## config.mk

```make
export PLATFORM = sky130hd
export DESIGN_NAME = serial_adder
export DESIGN_NICKNAME = d
export VERILOG_FILES = /design/src/rtl/serial_adder.sv
export SDC_FILE = /design/constraint.sdc
export NUM_CORES = 1
export LEC_CHECK = 0
export ABC_AREA = 1
export CORE_ASPECT_RATIO = 0.75
export CORE_MARGIN = 3
export CORE_UTILIZATION = 40
export CTS_CLUSTER_DIAMETER = 40
export DETAILED_ROUTE_END_ITERATION = 10
export MAX_ROUTING_LAYER = met4
export PLACE_DENSITY = 0.66
export REMOVE_ABC_BUFFERS = 1
export SLEW_MARGIN = 40
export SYNTH_ARGS = -nofsm -noshare
export SYNTH_HDL_FRONTEND = slang
export SYNTH_SLANG_ARGS = --single-unit
```

## constraint.sdc

```tcl
create_clock -name clk -period 2.7 [get_ports clk]
set_input_delay 0.54 -clock clk [delete_from_list [all_inputs] [get_ports clk]]
set_output_delay 0.54 -clock clk [all_outputs]
set_load 0.02 [all_outputs]
```

## src/rtl/serial_adder.sv

```systemverilog
// serial_adder: bit-serial adder built around a single full_adder cell.
// Two WIDTH-bit operands and a carry-in are captured on an accepted start,
// then added one bit per clock (LSB first) through the full_adder, with the
// carry held in a register between bits. The completed sum and carry-out are
// presented on registered outputs, flagged by a one-cycle done pulse.
//
// Timing (WIDTH = N):
//   E0        : start accepted in IDLE, operands captured
//   E1 .. EN  : RUN, bit k processed at edge E(k+1)
//   after EN  : DONE, done = 1, sum/cout hold the new result
//   next edge : back to IDLE (start is ignored in RUN and DONE)

// One-bit full adder: the only adder logic in the design.
module full_adder (
  input  logic a,
  input  logic b,
  input  logic cin,
  output logic sum,
  output logic carry
);

  // Sum and majority-carry of the three input bits.
  always_comb begin
    sum   = a ^ b ^ cin;
    carry = (a & b) | (cin & (a ^ b));
  end

endmodule

module serial_adder #(
  parameter int WIDTH = 4
) (
  input  logic             clk,
  input  logic             rst_n,
  input  logic             start,
  input  logic [WIDTH-1:0] a,
  input  logic [WIDTH-1:0] b,
  input  logic             cin,
  output logic             busy,
  output logic             done,
  output logic [WIDTH-1:0] sum,
  output logic             cout
);

  // Stop elaboration on an unsupported width rather than building a broken
  // datapath: the referenced module deliberately does not exist.
  if (WIDTH < 1 || WIDTH > 32) begin : g_bad_width
    serial_adder_width_out_of_range u_bad_width ();
  end

  // Bit counter needs to reach WIDTH-1; keep at least one bit for WIDTH = 1.
  localparam int             CW   = (WIDTH > 1) ? $clog2(WIDTH) : 1;
  localparam logic [CW-1:0]  LAST = CW'(WIDTH - 1);

  typedef enum logic [1:0] {
    S_IDLE = 2'd0,
    S_RUN  = 2'd1,
    S_DONE = 2'd2
  } state_t;

  state_t state;
  state_t state_next;

  // Operand shift registers: their LSBs feed the full_adder each RUN cycle.
  logic [WIDTH-1:0] a_sr;
  logic [WIDTH-1:0] b_sr;
  // Partial sum: new bits enter at the MSB so that after WIDTH shifts bit 0
  // of the result sits in bit 0.
  logic [WIDTH-1:0] s_sr;
  logic [WIDTH-1:0] s_next;
  logic             carry_r;
  logic [CW-1:0]    count;
  logic             last_bit;

  logic             fa_sum;
  logic             fa_carry;

  full_adder u_fa (
    .a     (a_sr[0]),
    .b     (b_sr[0]),
    .cin   (carry_r),
    .sum   (fa_sum),
    .carry (fa_carry)
  );

  assign last_bit = (count == LAST);

  // Next partial-sum value; with a single bit there is nothing to shift down.
  if (WIDTH == 1) begin : g_snext_1
    assign s_next = fa_sum;
  end else begin : g_snext_n
    assign s_next = {fa_sum, s_sr[WIDTH-1:1]};
  end

  // State register with synchronous active-low reset.
  // NOTE: sequential blocks use non-blocking (<=) so every register samples
  // the pre-edge value of every other register, independent of block order.
  always_ff @(posedge clk) begin
    if (!rst_n) begin
      state <= S_IDLE;
    end else begin
      state <= state_next;
    end
  end

  // Next-state logic: IDLE -> RUN on start, RUN -> DONE on the last bit,
  // DONE -> IDLE unconditionally.
  // NOTE: every always_comb output gets a default first so no path leaves it
  // unassigned, which would otherwise infer a latch.
  always_comb begin
    state_next = state;
    case (state)
      S_IDLE:  if (start)    state_next = S_RUN;
      S_RUN:   if (last_bit) state_next = S_DONE;
      S_DONE:                state_next = S_IDLE;
      default:               state_next = S_IDLE;
    endcase
  end

  // Output decode: busy and done come straight from the state register, so
  // they are glitch-free and clear together with the state on reset.
  always_comb begin
    busy = 1'b0;
    done = 1'b0;
    case (state)
      S_RUN:   busy = 1'b1;
      S_DONE:  done = 1'b1;
      default: ;
    endcase
  end

  // Datapath: operand capture in IDLE, one bit per edge in RUN, result
  // registers loaded only on the completion edge. Reset clears everything,
  // including the visible result.
  always_ff @(posedge clk) begin
    if (!rst_n) begin
      a_sr    <= '0;
      b_sr    <= '0;
      s_sr    <= '0;
      carry_r <= 1'b0;
      count   <= '0;
      sum     <= '0;
      cout    <= 1'b0;
    end else begin
      case (state)
        S_IDLE: begin
          if (start) begin
            a_sr    <= a;
            b_sr    <= b;
            carry_r <= cin;
            count   <= '0;
            s_sr    <= '0;
          end
        end
        S_RUN: begin
          a_sr    <= a_sr >> 1;
          b_sr    <= b_sr >> 1;
          s_sr    <= s_next;
          carry_r <= fa_carry;
          count   <= count + CW'(1);
          if (last_bit) begin
            sum  <= s_next;
            cout <= fa_carry;
          end
        end
        default: ;
      endcase
    end
  end

endmodule
```

==> results of run 1 <==
worst max-delay path by stage:
stage             start    to  slack, ps  depth (start not counted)
2_1_floorplan  state[0]  busy       1310                          2
3_3_place_gp   state[0]  busy        690                          3
3_5_place_dp   state[0]  busy        630                          3
4_1_cts        state[0]  busy        280                          3
5_1_grt        state[0]  busy        160                          3
6_report       state[0]  busy        280                          3
final cells by class:
type | instances | area share
clock buffer | 4 | 0.02305
inverter | 17 | 0.05598
multi-input combinational | 82 | 0.3589
sequential | 21 | 0.3688
tap | 32 | 0.03513
timing repair buffer | 18 | 0.1581
layout by cell type (no fill, tap or decap), drive strengths merged:
master | Yosys | final
clkbuf | 1 | 4
o21a | 1 | 1
nor2 | 10 | 10
a21oi | 12 | 12
dfxtp | 21 | 21
clkinv | 1 | 1
fa | 1 | 1
clkdlybuf4s50 | 0 | 18
inv | 16 | 16
ha | 1 | 1
o21ai | 3 | 3
nand2 | 25 | 25
nand3 | 29 | 29
sequential cells by signal, indices dropped and copies added (netlist names):
name,count
sum,4
carry_r,1
cout,1
state,2
a_sr,4
count,2
b_sr,4
s_sr,3
critical path, delay by kind of cell, from the launching register on:
| kind | cells | cell delay, ps |
|---|---|---|
| buffers and inverters | 2 | 820 |
| and+or+nand+nor | 1 | 220 |
| DFF | 1 | 540 |
power by group through the flow:
stage               clock network (uW)  registers, uW  logic [uW]
floorplan                            0            341        53.0
global placement                     0            343        86.6
detailed placement                   0            343        86.4
CTS                                155            336        87.0
global route                       170            339        98.3
finish                             150            336        86.4
metal layers:
layer,up-vias,GRT usage
met3,2,0.04839
li1,437,-
met2,15,0.2585
met1,371,0.1804
met5,-,-
met4,0,0.05286
logic make-up (layout without fill, tap and decap cells):
kind of cell	Yosys count	after routing	synth area share
simple gates	64	64	0.3104
buf+inv	23	39	0.1242
flops	21	21	0.4439
compound gates	16	16	0.08719
fa+ha+maj	2	2	0.03434
metrics by stage:
stage / std cells / total power, uW
floorplan: 120 / 394.0
global placement: 170 / 429.6
detailed placement: 170 / 429.8
CTS: 174 / 578.3
global route: 174 / 606.9
finish: 174 / 572.9
==> flow_summary.ini, run 1 <==
[yosys]
synth_top_cell_area_share = 0.4439
synth_flop_cell = dfxtp_1
synth_most_common_cell = nand3_1
synthTopCellsByArea = dfxtp_1 (44%), nand3_1 (15%), nand2_1 (8.7%)
synth_enable_flop_cells = 0
async_flop_share = 0
ys_ff_latch = 21
netlist_area_sq_um = 947.2
ys_seq_area_frac = 0.4439
syn_avg_cell_area_sq_um = 7.517
synthCells = 126
synth_top_cell_by_area = dfxtp_1
synth_cell_types = 19
synth_top_cells_by_count = nand3_1 (29), nand2_1 (22), dfxtp_1 (21)
yosysWarnings = 0

[routing]
post_drt_via_cell_ratio = 4.741
wl_met2_um = 863
vias = 825
top_layer = met4
drt_wl_total_um = 2006
wl_per_cell_um = 11.53
ant_nets = 0
dr.first_iter.drc_count = 41
drt_pass1_iterations = 4
met3_length_um = 98
drc = 0
m1WireLength_um = 1028

[finish]
post-route-util = 0.5378
num-fill-cells = 204
drive_gt1_frac = 0.04930
syn_to_final_growth_pct = 20.34
n_antenna_cell = 0
layout.nets = 157
multiInputGateArea_sq_um = 409.1
design_area_sq_um = 1140
regArea_sq_um = 420.4

[clock_network]
clk_latency_ps = 300
path_clk_slew_ps = 110
ctsResizeCount = 0
ctsLongestPathBuffers = 2
cts_tree = built
postCtsSetupBuffers = 0
numCtsBuffers = 3
clock-root-buffer = clkbuf_4
h-tree-depth = 1
hold_buffers = 0
clock-sinks = 21

[critical_path]
start_kind = flop
slowest_delay_ps = 630
r2r-end = cout
crit_required_ps = 2160
critPathCaptureType = output pin
worstRegToRegCells = 5
cp_cell_sequence = nand2_4, clkinv_1, clkdlybuf4s50_1
r2r_setup_slack_ps = 1280
cp_max_fo = 21
critPathSlowestCell = clkdlybuf4s50_1
crit_type = reg -> out
arrival_ps = 1880
timing.rr.start = state[0]

[place]
postPlaceCellArea_sq_um = 1114
io_buffers = 18
gp_congestion = 0.8672
dp_slack_ps = 632.4
hpwlAfterDp_um = 1487

[sta]
finalCritPeriodShare = 0.8947
rsz0062_at_grt = no
max_slew.worst_pin.slew_ps = 381.8
setup_slack_ps = 284.2
slew_violations = 0
holdWs_ps = 471.2
fin_tns_setup_ps = 0
period_needed_ps = 2416
relSlewSlack = 0.7452
max_freq_ghz = 0.4139
finalSetupViolations = 0
final.setup_skew_ps = 1.932
finalHoldViolations = 0

[pwr]
power_frac_clock = 0.262
power_frac_comb = 0.151
power.switching_uw = 151.7
p_leak_uw = 0.0004866
p_per_area_nw_per_um2 = 502.6
sw_frac_of_total = 0.2648
p_int_uw = 421.2
peakVddDrop_uv = 319.3
seq_power_share = 0.587

[worst_hold_path]
hold_end = sum[2]
min_path_cells = 2
hold_path_class = reg -> reg
min_from = s_sr[3]

[global_route]
grt_pass1_wl_um = 3387
grt_pass1_vias = 736
grt_max_degree = 22
grt_use_total = 0.1535
grt_antenna_before_repair = 0
gr-total-overflow = 0

[job]
cap_violations = 0

[floorplanning]
ioPinCount = 19
num_rows = 14
fp.dieW_um = 62.19
start_util = 0.4469
chipHeight_um = 48.14
fp.coreArea_sq_um = 2120
die_area_sq_um = 2994

[status]
status = finished, final reports clean
Power figures use the tool's default switching activity.
==> run 2: changes to the inputs <==
Settings changed: GPL_TIMING_DRIVEN from default to 0.
==> run 2 against run 1 <==
  * Critical path depth unchanged
  * Clock skew grew 0.53 ps
  * Via count increased by 2.9%
  * Fmax down 1.8%
  * Register-to-register slack improved by 20 ps
  * Sequential power barely moved
  * Routed wire length rose by 0.55%
  * Clock power about the same
  * Critical endpoint unchanged
  * Largest cell class unchanged
  * Largest power group unchanged
==> flow_summary.ini, run 2 (same netlist as run 1, synthesis figures left out) <==
[place]
hpwlAfterDp_um = 1454
gp_congestion = 0.7273
postPlaceCellArea_sq_um = 1114
io_buffers = 18

[routing]
drc = 0
ant_nets = 0
post_drt_via_cell_ratio = 4.879
vias = 849
drt_wl_total_um = 2017
dr.first_iter.drc_count = 18
wl_per_cell_um = 11.59
drt_pass1_iterations = 4

[critical_path]
r2r-end = sum[3]
cp_top_family = buffers and inverters
cp_cell_sequence = nand2_4, clkinv_1, clkdlybuf4s50_1
crit_required_ps = 2160
timing.rr.start = state[0]
start_kind = flop
critPathSlowestCell = clkdlybuf4s50_1
slowest_delay_ps = 640
critPathCaptureType = output pin
cp_num_buf_inv = 2
worstRegToRegCells = 6
arrival_ps = 1920
r2r_setup_slack_ps = 1300
crit_type = reg -> out
cp_max_fo = 21

[finish]
reg.largest.list = a_sr (4), b_sr (4), sum (4)
final_cell_mix = nand3_1 (29), nand2_1 (22), dfxtp_1 (21)
num-fill-cells = 219
layout.nets = 157
post-route-util = 0.5378
syn_to_final_growth_pct = 20.34
layout_commonest_cell = nand3_1
drive_gt1_frac = 0.04930
n_antenna_cell = 0
design_area_sq_um = 1140

[sta]
max_slew.worst_pin.slew_ps = 409.1
slew_violations = 0
max_freq_ghz = 0.4065
finalHoldViolations = 0
finalCritPeriodShare = 0.9112
fin_tns_setup_ps = 0
finalSetupViolations = 0
rsz0062_at_grt = no
relSlewSlack = 0.7270
final.setup_skew_ps = 2.467
period_needed_ps = 2460

[floorplanning]
start_util = 0.4469
die_area_sq_um = 2994
fp.coreArea_sq_um = 2120
ioPinCount = 19
num_rows = 14
fp.dieW_um = 62.19
chipHeight_um = 48.14

[clock_network]
ctsLongestPathBuffers = 2
path_clk_slew_ps = 110
hold_buffers = 0
postCtsSetupBuffers = 0
clock-sinks = 21
clk_latency_ps = 300
h-tree-depth = 1
numCtsBuffers = 3
clock-root-buffer = clkbuf_4
ctsResizeCount = 0
cts_tree = built

[job]
cap_violations = 0

[pwr]
p_per_area_nw_per_um2 = 502.4
p_total_uw = 572.6
p_leak_uw = 0.0004866
peakVddDrop_uv = 307.7

[status]
status = finished, final reports clean

[worst_hold_path]
hold_path_class = reg -> reg
min_from = s_sr[3]
hold_end = sum[2]
min_path_cells = 2

[global_route]
grt_pass1_wl_um = 3318
grt_pass1_vias = 731
grt_max_degree = 22
grt_use_total = 0.1480
gr-total-overflow = 0
grt_antenna_before_repair = 0
==> run 2: cell counts in the layout (fill, tap and decap cells not counted) <==
Identical to the previous run, type by type.
==> run 2: layout make-up <==
class | instances | area [sq um] | share of cell area
clock buffer | 4 | 26.28 | 0.02305
multi-input combinational | 82 | 409.1 | 0.3589
inverter | 17 | 63.81 | 0.05598
sequential | 21 | 420.4 | 0.3688
tap | 32 | 40.04 | 0.03513
timing repair buffer | 18 | 180.2 | 0.1581
==> run 2: per-stage QoR <==
stage / hold slack, ps / cells / setup slack, ps
detailed placement: 459.3 / 170 / 576.2
floorplan: 428.3 / 120 / 1311
CTS: 481.1 / 174 / 222.0
global route: 498.5 / 174 / 124.8
global placement: 450.6 / 170 / 596.8
finish: 473.2 / 174 / 239.8
==> run 2: worst max-delay path by stage <==
stage             start  endpoint  slack (ps)  depth (start not counted)
3_5_place_dp   state[0]      busy         580                          3
5_1_grt        state[0]      busy         120                          3
4_1_cts        state[0]      busy         220                          3
6_report       state[0]      busy         240                          3
3_3_place_gp   state[0]      busy         600                          3
2_1_floorplan  state[0]      busy        1310                          2
==> run 2: worst reg2reg max path: cells and delay by family (launching register included) <==
family	cells	cell delay (ps)
simple gates	5	660
flops	1	560
buf+inv	1	140
==> run 2: layer usage <==
layer / GRT usage / vias up / routed length (um)
met5: - / - / 0
met4: 0.04846 / 0 / 12
met3: 0.05069 / 2 / 141
met2: 0.2265 / 21 / 873
met1: 0.1874 / 387 / 989
li1: - / 439 / -
==> run 2: power breakdown <==
part / switching [uW] / internal, uW / total, uW / leakage (uW)
registers: 12.3 / 325 / 337 / 0.000171
clock network: 90.1 / 57.5 / 148 / 0.0000150
logic: 48.4 / 39.7 / 88.1 / 0.000300
